$ cat src/rtl/multi_mode_scope.sv
// multi_mode_scope: internal logic analyser with a circular capture buffer.
//
// Arming latches the trigger configuration and starts a fresh capture. The
// buffer is first filled once (primed). After that, a pattern trigger (level,
// rising, falling or any-change on masked bits) or a forced trigger marks the
// trigger sample. Exactly `holdoff` further samples are written, then writing
// stops and the DEPTH stored samples stream out oldest-first.
//
// Ports:
//   clk, reset          rising-edge clock; asynchronous active-low reset
//   i_arm               one-cycle pulse: latch config, restart capture
//   i_force_trigger     manual trigger (honoured only once primed)
//   i_trig_mask/value   masked compare pattern
//   i_trig_mode         00 level, 01 rising, 10 falling, 11 any-change
//   i_holdoff           samples written after the trigger sample
//   i_data              observed signals
//   o_primed            buffer filled once since arm
//   o_triggered         trigger accepted for current capture
//   o_stopped           writing halted, buffer readable
//   o_trig_addr         buffer address of the trigger sample
//   o_rd_valid/data/last, i_rd_ready   readout stream (valid/ready)
module multi_mode_scope #(
  parameter int unsigned DATA_WIDTH    = 8,
  parameter int unsigned ADDR_WIDTH    = 4,
  parameter int unsigned HOLDOFF_WIDTH = 8
) (
  input  logic                     clk,
  input  logic                     reset,
  input  logic                     i_arm,
  input  logic                     i_force_trigger,
  input  logic [DATA_WIDTH-1:0]    i_trig_mask,
  input  logic [DATA_WIDTH-1:0]    i_trig_value,
  input  logic [1:0]               i_trig_mode,
  input  logic [HOLDOFF_WIDTH-1:0] i_holdoff,
  input  logic [DATA_WIDTH-1:0]    i_data,
  output logic                     o_primed,
  output logic                     o_triggered,
  output logic                     o_stopped,
  output logic [ADDR_WIDTH-1:0]    o_trig_addr,
  output logic                     o_rd_valid,
  output logic [DATA_WIDTH-1:0]    o_rd_data,
  output logic                     o_rd_last,
  input  logic                     i_rd_ready
);

  localparam int unsigned Depth = 2 ** ADDR_WIDTH;

  typedef enum logic [2:0] {
    StIdle,
    StFill,
    StPrimed,
    StHoldoff,
    StDone
  } state_e;

  state_e                   state_q;
  logic [ADDR_WIDTH-1:0]    waddr_q;
  logic [DATA_WIDTH-1:0]    mask_q;
  logic [DATA_WIDTH-1:0]    value_q;
  logic [1:0]               mode_q;
  logic [HOLDOFF_WIDTH-1:0] holdoff_q;
  logic [HOLDOFF_WIDTH-1:0] hcnt_q;
  logic [DATA_WIDTH-1:0]    prev_q;
  logic                     primed_q;
  logic                     triggered_q;
  logic                     stopped_q;
  logic [ADDR_WIDTH-1:0]    trig_addr_q;

  // Readout pipeline: RAM read register (stage 1) feeding the output register.
  logic [ADDR_WIDTH:0]      rd_issued_q;
  logic                     s1_valid_q;
  logic                     s1_last_q;
  logic [DATA_WIDTH-1:0]    rdata_q;
  logic                     out_valid_q;
  logic                     out_last_q;
  logic [DATA_WIDTH-1:0]    out_data_q;

  logic [DATA_WIDTH-1:0]    ram [Depth];

  logic                     lvl_cur;
  logic                     lvl_prev;
  logic                     pat_match;
  logic                     trig;
  logic                     we;
  logic                     load_out;
  logic                     rd_en;
  logic                     rd_is_last;
  logic [ADDR_WIDTH-1:0]    rd_addr;

  always_comb begin
    lvl_cur  = ((i_data ^ value_q) & mask_q) == '0;
    lvl_prev = ((prev_q ^ value_q) & mask_q) == '0;
    case (mode_q)
      2'b00:   pat_match = lvl_cur;
      2'b01:   pat_match = lvl_cur & ~lvl_prev;
      2'b10:   pat_match = lvl_prev & ~lvl_cur;
      2'b11:   pat_match = ((i_data ^ prev_q) & mask_q) != '0;
      default: pat_match = 1'b0;
    endcase
    // An all-zero mask disables the pattern trigger in every mode.
    trig = ((mask_q != '0) & pat_match) | i_force_trigger;

    we = ~i_arm & ((state_q == StFill) | (state_q == StPrimed) | (state_q == StHoldoff));

    load_out   = s1_valid_q & (~out_valid_q | i_rd_ready);
    // Issue a read whenever stage 1 is empty or is draining this cycle.
    rd_en      = ~i_arm & (state_q == StDone) & ~rd_issued_q[ADDR_WIDTH] &
                 (~s1_valid_q | load_out);
    rd_is_last = rd_issued_q[ADDR_WIDTH-1:0] == '1;
    // Oldest sample sits at the frozen write pointer.
    rd_addr    = waddr_q + rd_issued_q[ADDR_WIDTH-1:0];
  end

  // Capture memory; contents need no reset.
  always_ff @(posedge clk) begin
    if (we) begin
      ram[waddr_q] <= i_data;
    end
    if (rd_en) begin
      rdata_q <= ram[rd_addr];
    end
  end

  always_ff @(posedge clk or negedge reset) begin
    if (!reset) begin
      state_q     <= StIdle;
      waddr_q     <= '0;
      mask_q      <= '0;
      value_q     <= '0;
      mode_q      <= '0;
      holdoff_q   <= '0;
      hcnt_q      <= '0;
      prev_q      <= '0;
      primed_q    <= 1'b0;
      triggered_q <= 1'b0;
      stopped_q   <= 1'b0;
      trig_addr_q <= '0;
      rd_issued_q <= '0;
      s1_valid_q  <= 1'b0;
      s1_last_q   <= 1'b0;
      out_valid_q <= 1'b0;
      out_last_q  <= 1'b0;
      out_data_q  <= '0;
    end else begin
      prev_q <= i_data;
      if (i_arm) begin
        mask_q      <= i_trig_mask;
        value_q     <= i_trig_value;
        mode_q      <= i_trig_mode;
        holdoff_q   <= i_holdoff;
        waddr_q     <= '0;
        hcnt_q      <= '0;
        primed_q    <= 1'b0;
        triggered_q <= 1'b0;
        stopped_q   <= 1'b0;
        trig_addr_q <= '0;
        rd_issued_q <= '0;
        s1_valid_q  <= 1'b0;
        s1_last_q   <= 1'b0;
        out_valid_q <= 1'b0;
        out_last_q  <= 1'b0;
        out_data_q  <= '0;
        state_q     <= StFill;
      end else begin
        if (we) begin
          waddr_q <= waddr_q + 1'b1;
        end
        case (state_q)
          StFill: begin
            if (waddr_q == '1) begin
              primed_q <= 1'b1;
              state_q  <= StPrimed;
            end
          end
          StPrimed: begin
            if (trig) begin
              trig_addr_q <= waddr_q;
              triggered_q <= 1'b1;
              if (holdoff_q == '0) begin
                stopped_q <= 1'b1;
                state_q   <= StDone;
              end else begin
                hcnt_q  <= holdoff_q;
                state_q <= StHoldoff;
              end
            end
          end
          StHoldoff: begin
            hcnt_q <= hcnt_q - 1'b1;
            if (hcnt_q == HOLDOFF_WIDTH'(1)) begin
              stopped_q <= 1'b1;
              state_q   <= StDone;
            end
          end
          StDone: begin
            if (rd_en) begin
              rd_issued_q <= rd_issued_q + 1'b1;
              s1_valid_q  <= 1'b1;
              s1_last_q   <= rd_is_last;
            end else if (load_out) begin
              s1_valid_q <= 1'b0;
            end
            if (load_out) begin
              out_valid_q <= 1'b1;
              out_data_q  <= rdata_q;
              out_last_q  <= s1_last_q;
            end else if (i_rd_ready) begin
              out_valid_q <= 1'b0;
            end
          end
          default: begin
          end
        endcase
      end
    end
  end

  assign o_primed    = primed_q;
  assign o_triggered = triggered_q;
  assign o_stopped   = stopped_q;
  assign o_trig_addr = trig_addr_q;
  assign o_rd_valid  = out_valid_q;
  assign o_rd_data   = out_data_q;
  assign o_rd_last   = out_last_q;

endmodule
$ cat config.mk
export PLATFORM = sky130hd
export DESIGN_NAME = multi_mode_scope
export DESIGN_NICKNAME = d
export VERILOG_FILES = /design/src/rtl/multi_mode_scope.sv
export SDC_FILE = /design/constraint.sdc
export NUM_CORES = 1
export LEC_CHECK = 0
export CAP_MARGIN = 20
export CORE_MARGIN = 4
export CORE_UTILIZATION = 40
export DETAILED_ROUTE_END_ITERATION = 6
export GPL_ROUTABILITY_DRIVEN = 0
export PLACE_DENSITY_LB_ADDON = 0.15
export SYNTH_ARGS = -nofsm -noshare
export SYNTH_HDL_FRONTEND = slang
export SYNTH_SLANG_ARGS = --single-unit
export TNS_END_PERCENT = 50
$ cat constraint.sdc
create_clock -name clk -period 4.68 [get_ports clk]
set_input_delay 1.404 -clock clk [delete_from_list [all_inputs] [get_ports clk]]
set_output_delay 1.404 -clock clk [all_outputs]
set_load 0.005 [all_outputs]
Word-level counts from Yosys, hierarchy flattened
Memory sizes are Yosys's and may differ from the RTL's. A register that Yosys moved wholly into a read port is not among the register bits.
Index checks and enable logic that the tools add are counted.

storage, ports and cells
  output and inout port bits = 17
  register bits = 73
  bits in writable memories = 128
  memories = 1

memories
  memory  words  width  read ports  clocked after memory_dff  wr ports  RTL line  RTL
  ram     16     8      1           1                         1         78        logic [DATA_WIDTH-1:0] ram [Depth];

operators by class
  $add $sub $neg = 4
  reduce and logical (&&, ||, !) cells = 27
  eq/ne operators = 15
  bitwise operators = 25
  mux-type cells = 49

operators with widths
  operator                                                                count
  8-bit two-way mux                                                       6
  1-bit two-way mux                                                       26
  8-bit AND                                                               3
  8-bit zero test                                                         3
  8-bit XOR                                                               3
  4-bit two-way mux                                                       5
  8-bit one-hot mux with 2 select lines                                   1
  2-bit nonzero test                                                      8
  8-bit nonzero test                                                      2
  3-bit two-way mux                                                       5
  5-bit two-way mux                                                       3
  2-bit AND reduction                                                     6
  3-bit by 2-bit != test with 1-bit output (second input constant)        3
  3-bit one-hot mux with 3 select lines                                   1
  3-bit nonzero test                                                      3
  1-bit AND                                                               8
  4-bit equality test (second input constant)                             2
  8-bit by 1-bit equality test with 1-bit output (second input constant)  1
  4-bit AND reduction                                                     2
  8-bit by 1-bit subtractor with 8-bit output (second input constant)     1
  3-bit by 2-bit equality test with 1-bit output (second input constant)  2
  3-bit != test (second input constant)                                   2
  1-bit NOT                                                               6
  5-bit by 1-bit adder with 5-bit output (second input constant)          1
  12 further kinds                                                        17

Depth between registers and ports, before layout
Gate-level depths: netlist of run 1.

  word-level depth = 11
  depth in mapped cells = 8
  depth with buffers taken out = 8

Least setup slack after synthesis of run 1
Ideal clock, no wire load.

  path kind = input -> register
  from = in i_arm
  to = mem ram[3][0], enable pin
  stages = 5
  data required time = 4.297 ns
  setup time = 0.383 ns
  slack = 1.568 ns
  data arrival time = 2.729 ns
  cell sequence = clkbuf_1 -> clkbuf_1 -> nor2_1 -> nand2_1 -> nor3_1

on the way
  cells in the longest elaborated chain, start to end = 4

RTL lines
  what                                     RTL line  RTL
  start: declaration                       29        input logic i_arm,
  1-bit NOT                                103       we = ~i_arm & ((state_q == StFill) | (state_q == StPrimed) | (state_q == StHoldoff));
  1-bit AND                                103
  1-bit two-way mux                        116       if (we) begin
  1-bit two-way mux (implied by the code)  117       ram[waddr_q] <= i_data;
  end: declaration                         78

Every way passes these cells.

Worst setup path after layout of run 1
  from = in i_data[3]
  to = reg trig_addr_q[0], in the netlist o_trig_addr[0]

on the way
  cells in the longest elaborated chain, start to end = 10
  elaborated cells on any way between the ends = 14
  those cells by class = 1 x mux; 9 x bitwise; 4 x reduce/logical

RTL lines
  what                                     RTL line  RTL
  start: declaration                       35        input logic [DATA_WIDTH-1:0] i_data,
  8-bit XOR                                91        lvl_cur = ((i_data ^ value_q) & mask_q) == '0;
  8-bit AND                                91
  8-bit zero test                          91
  1-bit NOT                                96        2'b10: pat_match = lvl_prev & ~lvl_cur;
  1-bit AND                                96
  1-bit one-hot mux with 4 select lines *  93        case (mode_q)
  1-bit AND *                              101       trig = ((mask_q != '0) & pat_match) | i_force_trigger;
  1-bit OR *                               101
  2-bit nonzero test (no line) *           n/a
  2-bit AND reduction (no line) *          n/a
  end signal: assignment                   177       trig_addr_q <= waddr_q;
  end: declaration                         67        logic [ADDR_WIDTH-1:0] trig_addr_q;

Mark *: on every way between the ends. The rest lies on a longest branch, timed or not.
A chain may end at the register's enable or synchronous reset.

==> metrics.md, run 1 <==
| Metric | Value |
|---|---|
| Remaining Overflow, GRT | 0 |
| Clock-pin slew on the worst setup and hold paths | 60 ps |
| Leakage power | 3.90 nW |
| N_diodes | 0 |
| Hold Crit Class | reg2reg |
| Max-Cap Viols | 0 |
| Crit Path Class | in2reg |
| Post-Route Utilization | 0.486 |
| Setup crit start kind | input pin |
| Worst IR Drop VDD | 0.274 mV |
| Post-synth top flop | edfxtp_1 |
| Die height | 157 um |
| Int Pwr | 0.00372 W |
| Final WL | 19100 um |
| Total GRT Usage | 0.161 |
| Flops & latches, synth | 209 |
| Nets@finish | 694 |
| Post-synth ARST share | 0.349 |
| Final worst slack | 1070 ps |
| Final setup viols | 0 |
| Final Slew Violations | 0 |
| Worst slack, placed | 499 ps |
| Fin crit share | 0.771 |
| Placeable core area | 21800 um2 |
| Worst-case clock buffer depth | 3 |
| Nature of the critical path endpoint | flop |
| Clk_lat worst skew | 510 ps |
| Net load switching power | 0.00145 W |
| CP Max Fanout | 19 |
| Synthesized area | 8830 um2 |
| H-tree depth | 1 |
| Worst EP arrival | 4030 ps |
| Final hold vios | 0 |
| Share of the synthesized area in the top cell type | 0.463 |
| Cts bufs inserted | 23 |
| FMAX | 0.277 GHz |
| Synth area leaders | edfxtp_1 46%, dfrtp_1 21%, mux4_2 8.2% |
| Worst Tran Pin Value | 965 ps |
| Status | finished, final reports clean |
| Share of cells above drive strength 1 | 0.194 |
| Drt pass-1 iters | 4 |
| Mean post-synth cell area | 15.6 um2 |
| Worst r2r src | waddr_q[0] |
| Number of flops mapped to enable cells by yosys | 136 |
| WP data required | 5100 ps |
| Worst Hold Margin | 502 ps |
| Slew Limit Headroom | 0.354 |
| Residual DRC count | 0 |
| Root Driver | clkbuf_16 |
| Hold path start | rdata_q[3] |
| Setup_tns | 0 ps |
| Most common cell after layout, fill and taps aside | edfxtp_1 |
| Clk sinks | 209 |
| CTS tree | yes |
| First-pass GRT wire length | 30600 um |
| Worst Hold End | o_rd_data[3] |
| Area Overhead vs Synth | 19.7% |
| Yosys top cell by area | edfxtp_1 |
| Cts hold-fix bufs | 0 |
| Gate power share | 0.233 |
| Initial Utilization | 0.406 |
| Initial antenna violation count | 0 |
| IO Count | 56 |
| Total number of yosys warnings | 0 |
| Routed WL per cell | 20.3 um |
| Vias in the first global route | 5347 |
| Placed cell count | 897 |
| Clock share of power | 0.330 |
| Worst r2r dst | rdata_q[3] |
| Largest net degree at the start of global routing | 59 |
| ANT nets after route | 0 |
| Yosys cell types | 47 |
| Vias | 5030 |
| P per Cell Area | 490 nW/um2 |
| Post-synth net total | 616 |
| Resized Gates After CTS | 0 |
| Die X | 157 um |
| DP Wirelength | 12700 um |
| Seq/Total Area, Yosys | 0.669 |
| Clock Skews | 9.13 ps |
| Drt initial violations | 331 |
| WHS Path Cells | 2 |
| Final min period | 3610 ps |
| Die Area | 24500 um2 |
| Seq pwr share | 0.437 |
| Commonest cells after routing, fill and taps aside | 136 x edfxtp_1, 73 x dfrtp_1, 53 x clkdlybuf4s50_1 |
| Sw Share | 0.281 |
| Post-synthesis cell count | 566 |
| PortBufs | 55 |
| Rows | 54 |
| Worst R2R Path Depth | 8 |
| Final std cells w/o fill | 941 |
| Setup Buffers After CTS | 0 |
| Vias per cell | 5.35 |
| RSZ-0062 raised after global routing | false |
| Worst reg-to-reg setup slack | 1760 ps |
## registers in the layout, summed over array words and instances, names as in the netlist, 4 cells and up
register and count:
waddr_q 4, mask_q 8, o_trig_addr 4, ram 128, holdoff_q 8, rd_issued_q 5, value_q 8, rdata_q 8
prev_q 8, hcnt_q 8, o_rd_data 8
## logic make-up after synthesis
family / count (synthesis) / share of synthesized area
AOI/OAI and AO/OA: 76 / 0.0606
xor gates and xnor gates: 36 / 0.0357
adders and majority gates: 11 / 0.0164
buffers and inverters: 36 / 0.0159
DFF: 209 / 0.669
muxes: 82 / 0.142
and+or+nand+nor: 116 / 0.0598
## power by group through the flow
stage,combinational (W),sequential (W),clock (W)
after detailed placement,0.00121,0.00230,0
after CTS,0.00121,0.00226,0.00175
after global placement,0.00119,0.00229,0
after floorplan,0.000873,0.00225,0
final,0.00121,0.00226,0.00171
after global routing,0.00134,0.00228,0.00184
## cell usage after synthesis (all sizes together), types with 7 or more instances
cell type	count
o41ai	8
inv	11
a22oi	9
mux4	32
ha	10
nor4	7
nand2	34
dfrtp	73
nor2b	8
a21oi	14
edfxtp	136
a211oi	11
o21ai	18
xor2	31
clkbuf	20
mux2i	23
mux2	27
nor2	43
nand2b	7
## how the worst max path moves through the flow
stage                    from  cells after the start  slack, ps        endpoint
floorplan               i_arm                      5       1570       ram[3][0]
global placement    i_data[3]                      8        660  o_trig_addr[1]
detailed placement  i_data[3]                      8        500  o_trig_addr[1]
CTS                 i_data[3]                      8       1030  o_trig_addr[1]
global route        i_data[3]                      8        920  o_trig_addr[1]
finish              i_data[3]                      8       1070  o_trig_addr[0]
## metrics by stage
| stage | total power, W | cell area (um2) |
|---|---|---|
| floorplan | 0.00313 | 8830 |
| global placement | 0.00348 | 9830 |
| detailed placement | 0.00350 | 9830 |
| CTS | 0.00522 | 10500 |
| global route | 0.00546 | 10600 |
| finish | 0.00518 | 10600 |
## critical path: stages
cell and delay (ps):
clkdlybuf4s50_1 760, xor2_1 280, a22oi_1 180, nand4_1 170, a211oi_2 350, a211oi_1 90, nor2_1 500, mux2i_1 270
## layout make-up
| type | count | area [um2] |
|---|---|---|
| clock inverter | 10 | 83.8 |
| timing repair buffer | 78 | 728 |
| multi-input combinational | 321 | 2830 |
| inverter | 11 | 41.3 |
| clock buffer | 32 | 629 |
| fill | 1878 | 11200 |
| sequential | 209 | 5910 |
| tap | 280 | 350 |
## routing by layer
layer | vias up | GRT usage | part of all wire
met3 | 27 | 0.0290 | 0.074
met4 | 0 | 0.0430 | 0.017
met5 | - | 0 | 0
met2 | 141 | 0.264 | 0.49
li1 | 2315 | - | -
met1 | 2547 | 0.223 | 0.42
(Power assumes the default switching activity.)
==> run 2: changes to the inputs <==
==> constraint.sdc (replaced) <==
create_clock -name clk -period 3.5 [get_ports clk]
set_input_delay 1.05 -clock clk [delete_from_list [all_inputs] [get_ports clk]]
set_output_delay 1.05 -clock clk [all_outputs]
set_load 0.005 [all_outputs]
==> run 2 against run 1 <==
  * Critical path depth grew 1
  * Die area stayed put
  * Global-route usage down 0.61 points
  * Non-clock buffer count is 13 higher
  * Power increased by 34%
  * Hold slack lost 92 ps
  * Clock skew rose by 6.9 ps
  * Combinational power increased by 31%
  * First-iteration DRC count is 7.3% lower
  * Register-to-register slack got worse by 1000 ps
  * Largest power group unchanged
==> metrics.md, run 2 (same netlist as run 1, synthesis figures left out) <==
| Metric | Value |
|---|---|
| N_diodes | 0 (unchanged) |
| Vias per cell | 5.31 (-0.69%) |
| IO Count | 56 (unchanged) |
| Dpl cell area | 9930 um2 (+1.1%) |
| Top sig layer | met4 |
| Clk sinks | 209 (unchanged) |
| Crit Path Class | in2reg |
| Die Area | 24500 um2 (unchanged) |
| Vias in the first global route | 5311 (-0.67%) |
| Post-Route Utilization | 0.491 (+0.00552) |
| Worst r2r src | waddr_q[0] |
| Rows | 54 (unchanged) |
| Initial antenna violation count | 0 (unchanged) |
| Hold Crit Class | in2async |
| Largest register FFs | 128 (unchanged) |
| Final WL | 18400 um (-3.8%) |
| Leakage power | 3.97 nW (+1.9%) |
| Cts bufs inserted | 24 (+4.3%) |
| Final setup viols | 0 (unchanged) |
| Cts hold-fix bufs | 0 (unchanged) |
| Fin crit share | 0.818 |
| Routed WL per cell | 19.3 um (-5.3%) |
| Final hold vios | 0 (unchanged) |
| Setup_tns | 0 ps (unchanged) |
| Nature of the critical path endpoint | flop |
| Placeable core area | 21800 um2 (unchanged) |
| Area Overhead vs Synth | 21.1% |
| Resized Gates After CTS | 0 (unchanged) |
| DP Wirelength | 12600 um (-0.64%) |
| Die height | 157 um (unchanged) |
| CTS tree | yes |
| Die X | 157 um (unchanged) |
| Final Slew Violations | 0 (unchanged) |
| FMAX | 0.349 GHz |
| Worst setup endpoint | hcnt_q[5] |
| WP data required | 3890 ps (-1210 ps) |
| Worst-case clock buffer depth | 3 (unchanged) |
| ANT nets after route | 0 (unchanged) |
| RSZ-0062 raised after global routing | false |
| Most common cell after layout, fill and taps aside | edfxtp_1 |
| First-pass GRT wire length | 29600 um (-3.3%) |
| CP startpoint | i_data[7] |
| Status | finished, final reports clean |
| Worst reg-to-reg setup slack | 730 ps (-1030 ps) |
| Most flop-heavy register | ram |
| P per Cell Area | 647 nW/um2 (+32%) |
| Share of cells above drive strength 1 | 0.203 (+0.00902) |
| Worst R2R Path Depth | 8 (unchanged) |
| Largest net degree at the start of global routing | 57 (-3.4%) |
| Drt initial violations | 307 (-7.3%) |
| CP Max Fanout | 14 (-5) |
| H-tree depth | 1 (unchanged) |
| Root Driver | clkbuf_16 |
| Commonest cells after routing, fill and taps aside | 136 x edfxtp_1, 73 x dfrtp_1, 53 x clkdlybuf4s50_1 |
| Cell area after layout | 10700 um2 (+1.1%) |
| Wl on met1 | 7810 um (-3.1%) |
| Setup Buffers After CTS | 0 (unchanged) |
| Final min period | 2860 ps |
| Worst Tran Pin Value | 873 ps (-92.1 ps) |
| Worst r2r dst | rdata_q[0] |
| Nets@finish | 708 (+2.0%) |
| Met3 WL | 902 um (-36%) |
| Worst Hold Margin | 410 ps (-92.0 ps) |
| Clock-pin slew on the worst setup and hold paths | 60 ps (about the same) |
| Residual DRC count | 0 (unchanged) |
| Fill cell count | 1857 (-1.1%) |
| Drt pass-1 iters | 4 (unchanged) |
| Initial Utilization | 0.406 (unchanged) |
| Worst EP arrival | 3260 ps (-770 ps) |
| Total GRT Usage | 0.155 (-0.00611) |
| Vias | 5075 (+0.89%) |
| Clk_lat worst skew | 520 ps (about the same) |
| Setup crit start kind | input pin |
| Max-Cap Viols | 0 (unchanged) |
| Worst IR Drop VDD | 0.311 mV (+13%) |
| Tot Pwr | 0.00692 W (+34%) |
| PortBufs | 55 (unchanged) |
| Metal2 WL | 9380 um (+0.60%) |
| Remaining Overflow, GRT | 0 (unchanged) |
| Slew Limit Headroom | 0.416 (+0.0616) |
| Clock Skews | 16.1 ps (+6.93 ps) |
## run 2: changes by cell type in the layout (fill, tap and decap cells not counted), moves of 3 or more
cell / change
nor3_2: -4
clkbuf_1: +3
buf_4: +11
clkbuf_8: +3
nor3_1: +4
## run 2: metrics by stage
stage | cells | setup WS [ps]
after global routing | 956 | 502
after CTS | 955 | 595
after floorplan | 566 | 742
final | 956 | 635
after global placement | 911 | 133
after detailed placement | 911 | 67.1
## run 2: power by group
group          switching [W]  total, W  internal [W]
logic               0.000783   0.00158      0.000798
registers           0.000170   0.00302       0.00285
clock network       0.000938   0.00232       0.00138
total                0.00189   0.00692       0.00503
## run 2: final cells by class
cell class	instances	area, um2	share of cell area
Timing Repair Buffer	91	851	0.0796
Tap cell	280	350	0.0328
Inverter	11	41.3	0.00386
Clock buffer	39	707	0.0661
Multi-Input combinational cell	321	2790	0.261
Sequential cell	209	5910	0.553
Clock inverter	5	42.5	0.00398
## run 2: per-layer routing
metal	up-vias	GRT usage
li1	2342	-
met1	2577	0.202
met2	133	0.269
met3	23	0.0263
met4	0	0.0405
met5	-	0
## run 2: worst min-delay path by stage
stage                     from      endpoint  slack, ps  depth (start not counted)
detailed placement  rdata_q[3]  o_rd_data[3]        480                          2
global placement    rdata_q[0]  o_rd_data[0]        470                          2
CTS                      reset  o_rd_data[3]        400                          1
finish                   reset  o_rd_data[3]        410                          1
floorplan           rdata_q[0]  o_rd_data[0]        460                          2
global route             reset  o_rd_data[3]        420                          1
## run 2: critical path, cell delays in order
cell	delay, ps
clkdlybuf4s50_1	470
xor2_1	190
a22o_1	240
a221oi_2	210
a41oi_1	250
a211oi_4	380
buf_4	260
o21ai_0	130
o41ai_1	70
